## src/rtl/fetch_pkg.sv

```systemverilog
// fetch_pkg: shared types and constants for the instruction-fetch stage.
// Optional feature macro: FETCH_MISALIGN_TRAP_EN (adds the FAULT state).
package fetch_pkg;

  localparam int          INSTR_W          = 32;
  localparam logic [31:0] PC_STEP          = 32'd4;
  localparam logic [31:0] DEFAULT_RESET_PC = 32'h0000_0000;

  typedef enum logic [2:0] {
    RUN   = 3'd0,
    WAIT  = 3'd1,
    HOLD  = 3'd2,
    DRAIN = 3'd3
`ifdef FETCH_MISALIGN_TRAP_EN
    ,
    FAULT = 3'd4
`endif
  } fetch_state_t;

  // Sequential PC increment; wraps modulo 2^32.
  function automatic logic [31:0] pc_next(input logic [31:0] pc);
    return pc + PC_STEP;
  endfunction

endpackage

```

## src/rtl/fetch_if.sv

```systemverilog
// fetch_if: instruction-memory request/acknowledge bus.
// The fetch stage is the master; the memory is the slave.
interface fetch_if;
  import fetch_pkg::*;

  logic               imem_req;
  logic [31:0]        imem_addr;
  logic               imem_ack;
  logic [INSTR_W-1:0] imem_rdata;

  modport master (output imem_req, output imem_addr, input imem_ack, input imem_rdata);
  modport slave  (input imem_req, input imem_addr, output imem_ack, output imem_rdata);

endinterface

```

## src/rtl/fetch_hold_buf.sv

```systemverilog
// fetch_hold_buf: one-entry buffer for an instruction that returns while
// the fetch stage is stalled. Drop has priority over load, load over consume.
module fetch_hold_buf
  import fetch_pkg::*;
(
  input  logic               clk,
  input  logic               rst_n,
  input  logic               load,
  input  logic               drop,
  input  logic               consume,
  input  logic [INSTR_W-1:0] din,
  output logic [INSTR_W-1:0] dout,
  output logic               valid
);

  logic [INSTR_W-1:0] data_r;
  logic               valid_r;

  // Capture a stalled return word; forget it on redirect or once it has been used.
  always_ff @(posedge clk or negedge rst_n) begin
    if (!rst_n) begin
      data_r  <= {INSTR_W{1'b0}};
      valid_r <= 1'b0;
    end else if (drop) begin
      valid_r <= 1'b0;
    end else if (load) begin
      data_r  <= din;
      valid_r <= 1'b1;
    end else if (consume) begin
      valid_r <= 1'b0;
    end
  end

  assign dout  = data_r;
  assign valid = valid_r;

endmodule

```

## src/rtl/fetch_unit.sv

```systemverilog
// fetch_unit: instruction-fetch stage. Owns the PC, keeps at most one memory
// request in flight and registers {PC, PC+4, instr} for decode.
// Optional feature macro: FETCH_MISALIGN_TRAP_EN (misaligned redirect trap).
module fetch_unit
  import fetch_pkg::*;
#(
  parameter logic [31:0] RESET_PC = DEFAULT_RESET_PC
) (
  input  logic               clk,
  input  logic               rst_n,
  input  logic               stallF,
  input  logic               clrBU,
  input  logic [31:0]        branch_target,
  fetch_if.master            imem,
  output logic [31:0]        PC_fe_output,
  output logic [31:0]        PCInc_fe_output,
  output logic [INSTR_W-1:0] Instr_fe_output,
  output logic               fe_valid,
  output logic               fe_busy
`ifdef FETCH_MISALIGN_TRAP_EN
  ,
  output logic               misalign_fault
`endif
);

  fetch_state_t       state_r, state_s;
  logic [31:0]        pc_r, pc_s;
  logic [31:0]        addr_hold_r;
  logic [31:0]        target_s;
  logic               req_s;
  logic               out_load_s, out_clr_s;
  logic [INSTR_W-1:0] out_word_s;
  logic               buf_load_s, buf_drop_s, buf_consume_s;
  logic [INSTR_W-1:0] hold_data_s;
  logic               hold_valid_s;
  logic [31:0]        out_pc_r, out_inc_r;
  logic [INSTR_W-1:0] out_instr_r;
  logic               out_valid_r;

`ifdef FETCH_MISALIGN_TRAP_EN
  logic fault_r, fault_s;
  assign target_s = branch_target;
`else
  // Without the trap, redirects are forced word-aligned.
  assign target_s = branch_target & 32'hFFFF_FFFC;
`endif

  fetch_hold_buf u_hold_buf (
    .clk     (clk),
    .rst_n   (rst_n),
    .load    (buf_load_s),
    .drop    (buf_drop_s),
    .consume (buf_consume_s),
    .din     (imem.imem_rdata),
    .dout    (hold_data_s),
    .valid   (hold_valid_s)
  );

  // Next-state, next-PC and output-register controls; redirect outranks everything.
  always_comb begin
    state_s       = state_r;
    pc_s          = pc_r;
    req_s         = 1'b0;
    out_load_s    = 1'b0;
    out_clr_s     = 1'b0;
    out_word_s    = imem.imem_rdata;
    buf_load_s    = 1'b0;
    buf_drop_s    = 1'b0;
    buf_consume_s = 1'b0;
`ifdef FETCH_MISALIGN_TRAP_EN
    fault_s       = fault_r;
`endif

    case (state_r)
      RUN:         req_s = !stallF && !clrBU;
      WAIT, DRAIN: req_s = 1'b1;
      HOLD:        req_s = 1'b0;
      default:     req_s = 1'b0;
    endcase

    if (clrBU) begin
      pc_s       = target_s;
      out_clr_s  = 1'b1;
      buf_drop_s = 1'b1;
      // An unanswered request still belongs to memory: wait it out in DRAIN.
      if ((state_r == WAIT || state_r == DRAIN) && !imem.imem_ack) begin
        state_s = DRAIN;
      end else begin
        state_s = RUN;
      end
`ifdef FETCH_MISALIGN_TRAP_EN
      if (branch_target[1:0] != 2'b00) begin
        state_s = FAULT;
        fault_s = 1'b1;
      end else begin
        fault_s = 1'b0;
      end
`endif
    end else begin
      case (state_r)
        RUN: begin
          if (req_s && imem.imem_ack) begin
            out_load_s = 1'b1;
            pc_s       = pc_next(pc_r);
          end else if (req_s) begin
            state_s = WAIT;
          end else begin
            state_s = RUN;
          end
        end
        WAIT: begin
          if (imem.imem_ack && !stallF) begin
            out_load_s = 1'b1;
            pc_s       = pc_next(pc_r);
            state_s    = RUN;
          end else if (imem.imem_ack) begin
            buf_load_s = 1'b1;
            state_s    = HOLD;
          end else begin
            state_s = WAIT;
          end
        end
        HOLD: begin
          if (!stallF && hold_valid_s) begin
            out_load_s    = 1'b1;
            out_word_s    = hold_data_s;
            buf_consume_s = 1'b1;
            pc_s          = pc_next(pc_r);
            state_s       = RUN;
          end else begin
            state_s = HOLD;
          end
        end
        DRAIN: begin
          if (imem.imem_ack) begin
            state_s = RUN;
          end else begin
            state_s = DRAIN;
          end
        end
        default: state_s = state_r;
      endcase
    end
  end

  // State, PC and (optional) fault flag registers.
  always_ff @(posedge clk or negedge rst_n) begin
    if (!rst_n) begin
      state_r <= RUN;
      pc_r    <= RESET_PC;
`ifdef FETCH_MISALIGN_TRAP_EN
      fault_r <= 1'b0;
`endif
    end else begin
      state_r <= state_s;
      pc_r    <= pc_s;
`ifdef FETCH_MISALIGN_TRAP_EN
      fault_r <= fault_s;
`endif
    end
  end

  // Remember the in-flight address so DRAIN keeps it stable after the PC is redirected.
  always_ff @(posedge clk or negedge rst_n) begin
    if (!rst_n) begin
      addr_hold_r <= RESET_PC;
    end else if (state_r != DRAIN) begin
      addr_hold_r <= pc_r;
    end
  end

  // Decode-facing output registers: cleared on redirect, loaded on delivery.
  always_ff @(posedge clk or negedge rst_n) begin
    if (!rst_n) begin
      out_pc_r    <= 32'h0000_0000;
      out_inc_r   <= 32'h0000_0000;
      out_instr_r <= {INSTR_W{1'b0}};
      out_valid_r <= 1'b0;
    end else if (out_clr_s) begin
      out_pc_r    <= 32'h0000_0000;
      out_inc_r   <= 32'h0000_0000;
      out_instr_r <= {INSTR_W{1'b0}};
      out_valid_r <= 1'b0;
    end else if (out_load_s) begin
      out_pc_r    <= pc_r;
      out_inc_r   <= pc_next(pc_r);
      out_instr_r <= out_word_s;
      out_valid_r <= 1'b1;
    end
  end

  // No request may leave the stage while reset is held.
  assign imem.imem_req  = req_s && rst_n;
  assign imem.imem_addr = (state_r == DRAIN) ? addr_hold_r : pc_r;

  assign PC_fe_output    = out_pc_r;
  assign PCInc_fe_output = out_inc_r;
  assign Instr_fe_output = out_instr_r;
  assign fe_valid        = out_valid_r;
  assign fe_busy         = (state_r == WAIT) || (state_r == DRAIN);
`ifdef FETCH_MISALIGN_TRAP_EN
  assign misalign_fault  = fault_r;
`endif

endmodule

```

## src/flat_wrapper.sv

```systemverilog
// flat-port wrapper written by rule: the top's interface ports become plain ports
module fetch_unit_flat import fetch_pkg::*;
#(
  parameter logic [31:0] RESET_PC = DEFAULT_RESET_PC
)
  (clk, rst_n, stallF, clrBU, branch_target, PC_fe_output, PCInc_fe_output, Instr_fe_output, fe_valid, fe_busy, imem_imem_req, imem_imem_addr, imem_imem_ack, imem_imem_rdata);
  fetch_if imem_i ();
  input  logic clk;
  input  logic rst_n;
  input  logic stallF;
  input  logic clrBU;
  input  logic [31:0] branch_target;
  output logic [31:0] PC_fe_output;
  output logic [31:0] PCInc_fe_output;
  output logic [INSTR_W-1:0] Instr_fe_output;
  output logic fe_valid;
  output logic fe_busy;
  output wire logic [$bits(imem_i.imem_req)-1:0] imem_imem_req;
  output wire logic [$bits(imem_i.imem_addr)-1:0] imem_imem_addr;
  input wire logic [$bits(imem_i.imem_ack)-1:0] imem_imem_ack;
  input wire logic [$bits(imem_i.imem_rdata)-1:0] imem_imem_rdata;
  assign imem_imem_req = imem_i.imem_req;
  assign imem_imem_addr = imem_i.imem_addr;
  assign imem_i.imem_ack = imem_imem_ack;
  assign imem_i.imem_rdata = imem_imem_rdata;
  fetch_unit #(.RESET_PC(RESET_PC)) u_core (.clk(clk), .rst_n(rst_n), .stallF(stallF), .clrBU(clrBU), .branch_target(branch_target), .imem(imem_i), .PC_fe_output(PC_fe_output), .PCInc_fe_output(PCInc_fe_output), .Instr_fe_output(Instr_fe_output), .fe_valid(fe_valid), .fe_busy(fe_busy));
endmodule
```

## config.mk

```make
export PLATFORM = sky130hd
export DESIGN_NAME = fetch_unit_flat
export DESIGN_NICKNAME = d
export VERILOG_FILES = /design/src/rtl/fetch_pkg.sv /design/src/rtl/fetch_if.sv /design/src/rtl/fetch_hold_buf.sv /design/src/rtl/fetch_unit.sv /design/src/flat_wrapper.sv
export SDC_FILE = /design/constraint.sdc
export NUM_CORES = 1
export LEC_CHECK = 0
export ABC_AREA = 0
export ABC_CLOCK_PERIOD_IN_PS = 2600
export CAP_MARGIN = 20
export CORE_ASPECT_RATIO = 0.6
export CORE_MARGIN = 4
export CORE_UTILIZATION = 29
export CTS_CLUSTER_SIZE = 30
export DETAILED_ROUTE_END_ITERATION = 7
export SLEW_MARGIN = 20
export SYNTH_ARGS = -nofsm -noshare
export SYNTH_HDL_FRONTEND = slang
export SYNTH_SLANG_ARGS = --single-unit
```

## constraint.sdc

```tcl
create_clock -name clk -period 2.6 [get_ports clk]
set_clock_uncertainty 0.05 [all_clocks]
set_input_delay 0.52 -clock clk [delete_from_list [all_inputs] [get_ports clk]]
set_output_delay 0.52 -clock clk [all_outputs]
set_load 0.005 [all_outputs]
```

==> reports/metrics.csv <==
stage,metric,value,unit
drt,wl_met1,15450,µm
worst_setup_path,reg2reg_from,u_core.state_r[1],
worst_setup_path,timing_worst_setup_path_type,flop to flop,
cells_and_area,finalNonFillerCells,1461,
pwr,leakage,0.005182,µW
sta,layout_worst_path_cycle_share,98.39,%
global_routing,globalRouteOverflowTotal,0,
pwr,share_seq_of_total_power,37.0,%
place,place.gp.congestion,0.7982,
synthesis,post_synthesis_instance_area,8917,µm²
drt,wirelength,29720,µm
run_status,outcome,"complete, no violations",
sta,final_hold_vios,0,
synthesis,synth_flop_cell,sky130_fd_sc_hd__dfrtp_1,
clock_tree,clockBufferDepth,2,
worst_setup_path,regToRegEndpoint,u_core.Instr_fe_output[27],
worst_setup_path,cp-endpoint,u_core.Instr_fe_output[27],
worst_setup_path,worst-path-max-fanout,48,
job,cap_viol_max_count,0,
drt,avgViaCountPerCell,4.974,
place,detailed_place_hpwl,19730,µm
clock_tree,path_clk_slew,80,ps
sta,max_freq,0.3909,GHz
cells_and_area,final_design_area_no_fill,12360,µm²
global_routing,first_global_vias,7037,
worst_setup_path,crit_path_frequent_cell,sky130_fd_sc_hd__buf_4,
worst_setup_path,worst-endpoint-arrival,2860,ps
worst_setup_path,critical_path.slowest_cell,sky130_fd_sc_hd__dfrtp_2,
global_routing,initial_antenna_violation_count,5,
floorplanning,number_of_top_level_pins,200,
worst_setup_path,crit_cells,10,
clock_tree,ctsHoldBuffers,0,
synthesis,synth_cells,841,
drt,drc_errors,0,
pwr,post-layout-total-power,11320,µW
place,place_inst,1414,
cells_and_area,nNetsFinal,1111,
sta,max_slew.worst_pin.slew,807.3,ps
pwr,switching_share,33.30,%
floorplanning,design.core.area,30100,µm²
drt,highest_layer,met5,
place,place_area,11500,µm²
synthesis,netlist-cell-type-count,58,
worst_setup_path,worstRegToRegCells,10,
drt,routed-wl-met2,11630,µm
clock_tree,number_of_buffers_created_by_cts,17,
worst_setup_path,timing.critical_path.buf_inv,5,
clock_tree,ctsHtreeMaxLevel,4,
clock_tree,cts.root.buffer_cell,sky130_fd_sc_hd__clkbuf_16,
sta,grt_setup_unrepaired,true,
worst_setup_path,crit_path_end_kind,flop,
drt,drtAntennaViolNets,0,
sta,fin_hold_ws,214.1,ps
pwr,powerDensity,915.5,nW/µm²
sta,setup_viol,0,
cells_and_area,area.growth.synth_to_final,38.66,%
worst_setup_path,worstSetupStartpointType,flop,
worst_setup_path,worst_ep_required_time,2900,ps
drt,detailedRoute.firstPassIterationCount,5,
clock_tree,clock_network_latency_to_the_later_pin_of_the_worst_skew_pair,450,ps
synthesis,number_of_enable_flip_flop_cells_after_synthesis,0,
clock_tree,clkSinkCount,189,
sta,drv_slew,0,
place,dp_slack,-46.80,ps
global_routing,grt_use_total,17.23,%
worst_setup_path,crit_chain,ha_4 -> buf_16 -> buf_4 -> buf_6 -> o311ai_1 -> buf_4 -> a21oi_4 -> buf_12 -> nor2_1 -> a211oi_1,
worst_setup_path,crit_family,buffers and inverters,
floorplanning,rows,49,
floorplanning,die-width,234.4,µm
worst_setup_path,r2r_slack,40,ps
global_routing,grt_first_pass_wirelength,43460,µm
sta,timing.final.crit_period,2558,ps
synthesis,synth.yosys.warnings,0,
drt,vias,7267,
pwr,cellInternalPower,7549,µW
synthesis,syn_area_per_cell,10.60,µm²
synthesis,sequential_to_total_area_share_from_yosys_stat,53.04,%
worst_setup_path,startpoint,u_core.state_r[1],
floorplanning,die-area,33710,µm²
drt,wl_met3,2293,µm
pwr,clock_power_share,24.9,%
clock_tree,tritoncts_clock_tree,done,
pwr,power.net_switching,3769,µW
cells_and_area,post_route_cells_drive_above_1_share,18.97,%
floorplanning,initial_core_utilization,29.62,%
floorplanning,die_height,143.8,µm
synthesis,synth-async-reset-ratio,100.0,%
drt,avgRoutedWirePerCell,20.34,µm
place,portBuffers,195,
sta,setup_slack,41.77,ps
drt,initialDrtViolationCount,562,
pwr,peakVddDrop,0.5136,mV
sta,timing.max_slew.rel_slack,46.18,%
pwr,combinationalPowerShare,38.1,%
global_routing,grt_max_degree,142,
min_path,worstHoldPathType,input port to asynchronous set/reset pin,
worst_setup_path,critPathMaxStageDelay,420,ps
synthesis,synth_seq_cells,189,
## logic make-up (layout without fill, tap and decap cells)
kind of cell    count (synthesis)  in the layout  synth area share [%]
xor+xnor                       32             32                 3.143
simple gates                  266            266                 14.41
compound gates                163            163                 12.22
mux                            93             93                 11.28
fa+ha+maj                       6              6                0.8418
other cells                     1              6               0.04205
buf+inv                        91            298                 5.023
flops                         189            189                 53.04
## flip-flops by register name, indices dropped and copies added, names as in the netlist
name and count:
u_core.Instr_fe_output 32, u_core.u_hold_buf.dout 32, u_core.PCInc_fe_output 31, u_core.PC_fe_output 30, u_core.addr_hold_r 30, u_core.pc_r 30
u_core.state_r 2, u_core.fe_valid 1, u_core.u_hold_buf.valid 1
## cell type report
type / instances / area (µm²)
inverter: 9 / 36.28
tap: 408 / 510.5
clock buffer: 20 / 466.7
timing repair buffer: 257 / 2601
fill: 2931 / 17740
clock inverter: 12 / 156.4
sequential: 189 / 4732
multi-input combinational: 562 / 3851
antenna: 4 / 10.01
## timing repair
item,in CTS,in global routing
pin swaps,1,4
resized for setup,43,41
hold endpoints to repair,0,0
endpoints found under the setup margin,32,30
setup buffers,4,4
cloned,2,2
## metrics by stage
stage	setup TNS, ps	util (%)
finish	0	41.07
floorplan	0	-
detailed placement	-140.7	38.21
global route	-243.0	41.07
global placement	-41.53	38.21
CTS	-301.5	40.51
## worst reg2reg max path, cell delays in order, from the launching register on
cell and delay, ps:
sky130_fd_sc_hd__dfrtp_2 420, sky130_fd_sc_hd__ha_4 270, sky130_fd_sc_hd__buf_16 200, sky130_fd_sc_hd__buf_4 160
sky130_fd_sc_hd__buf_6 140, sky130_fd_sc_hd__o311ai_1 110, sky130_fd_sc_hd__buf_4 160, sky130_fd_sc_hd__a21oi_4 330
sky130_fd_sc_hd__buf_12 290, sky130_fd_sc_hd__nor2_1 130, sky130_fd_sc_hd__a211oi_1 210
## cells in the final DEF, fill, tap and decap left out, types with 3 or more instances in the layout
cell,n
sky130_fd_sc_hd__dfrtp_1,187
sky130_fd_sc_hd__or4_1,12
sky130_fd_sc_hd__o21ai_0,20
sky130_fd_sc_hd__a211oi_2,9
sky130_fd_sc_hd__o211ai_1,7
sky130_fd_sc_hd__clkinv_2,3
sky130_fd_sc_hd__inv_1,6
sky130_fd_sc_hd__nor2_1,85
sky130_fd_sc_hd__clkbuf_2,7
sky130_fd_sc_hd__bufinv_16,3
sky130_fd_sc_hd__a221oi_1,3
sky130_fd_sc_hd__buf_4,44
sky130_fd_sc_hd__and3_1,6
sky130_fd_sc_hd__dlygate4sd2_1,19
sky130_fd_sc_hd__diode_2,4
sky130_fd_sc_hd__clkbuf_16,19
sky130_fd_sc_hd__xor2_1,22
sky130_fd_sc_hd__buf_12,15
sky130_fd_sc_hd__o31ai_1,3
sky130_fd_sc_hd__xnor2_1,10
sky130_fd_sc_hd__a31oi_1,17
sky130_fd_sc_hd__nand3_1,21
sky130_fd_sc_hd__clkbuf_8,4
sky130_fd_sc_hd__a211oi_1,51
sky130_fd_sc_hd__nand4_1,10
sky130_fd_sc_hd__o21ai_1,3
sky130_fd_sc_hd__nor4_2,4
sky130_fd_sc_hd__nand2_1,93
sky130_fd_sc_hd__mux2_2,58
sky130_fd_sc_hd__a21oi_1,36
sky130_fd_sc_hd__ha_1,3
sky130_fd_sc_hd__inv_6,4
sky130_fd_sc_hd__mux2i_1,33
sky130_fd_sc_hd__clkdlybuf4s50_1,162
sky130_fd_sc_hd__or3_1,14
## power groups by stage
stage / Combinational (µW) / Clock, µW / Sequential (µW)
3_3_place_gp: 4000 / 0 / 4190
6_report: 4310 / 2820 / 4190
3_5_place_dp: 4050 / 0 / 4230
5_1_grt: 4700 / 3040 / 4280
4_1_cts: 4120 / 2930 / 4180
2_1_floorplan: 2000 / 0 / 4140
## cell usage after synthesis (3+ instances only)
library cell	count	area [µm²]
sky130_fd_sc_hd__dfrtp_1	189	4730
sky130_fd_sc_hd__nand2_1	93	349.1
sky130_fd_sc_hd__nor2_1	86	322.8
sky130_fd_sc_hd__a211oi_1	60	450.4
sky130_fd_sc_hd__mux2_2	60	675.7
sky130_fd_sc_hd__a21oi_1	37	185.2
sky130_fd_sc_hd__clkbuf_1	33	123.9
sky130_fd_sc_hd__mux2i_1	33	330.3
sky130_fd_sc_hd__buf_2	27	135.1
sky130_fd_sc_hd__xor2_1	22	192.7
sky130_fd_sc_hd__nand3_1	21	105.1
sky130_fd_sc_hd__o21ai_0	21	105.1
sky130_fd_sc_hd__a31oi_1	17	106.4
sky130_fd_sc_hd__or3_1	14	87.58
sky130_fd_sc_hd__or4_1	12	90.09
sky130_fd_sc_hd__buf_4	11	82.58
sky130_fd_sc_hd__nand4_1	10	62.56
sky130_fd_sc_hd__xnor2_1	10	87.58
sky130_fd_sc_hd__inv_1	8	30.03
sky130_fd_sc_hd__o211ai_1	7	52.55
sky130_fd_sc_hd__and3_1	6	37.54
sky130_fd_sc_hd__buf_1	6	22.52
sky130_fd_sc_hd__ha_1	6	75.07
sky130_fd_sc_hd__buf_6	4	45.04
sky130_fd_sc_hd__nor4_2	4	50.05
sky130_fd_sc_hd__a221oi_1	3	26.28
sky130_fd_sc_hd__o31ai_1	3	22.52
## layer usage
layer	track usage, %	vias to the layer above
li1	-	3356
met1	26.70	3665
met2	22.33	225
met3	6.240	19
met4	4.129	2
met5	0	-
## worst min path at each step
stage	from	depth (start not counted)	end
floorplan	rst_n	0	u_core.Instr_fe_output[0]
global placement	u_core.addr_hold_r[18]	1	u_core.addr_hold_r[18]
detailed placement	u_core.addr_hold_r[18]	1	u_core.addr_hold_r[18]
CTS	rst_n	2	u_core.u_hold_buf.dout[0]
global route	rst_n	2	u_core.u_hold_buf.dout[0]
finish	rst_n	2	u_core.pc_r[23]
Note: power is estimated with default switching activity, not from simulation.
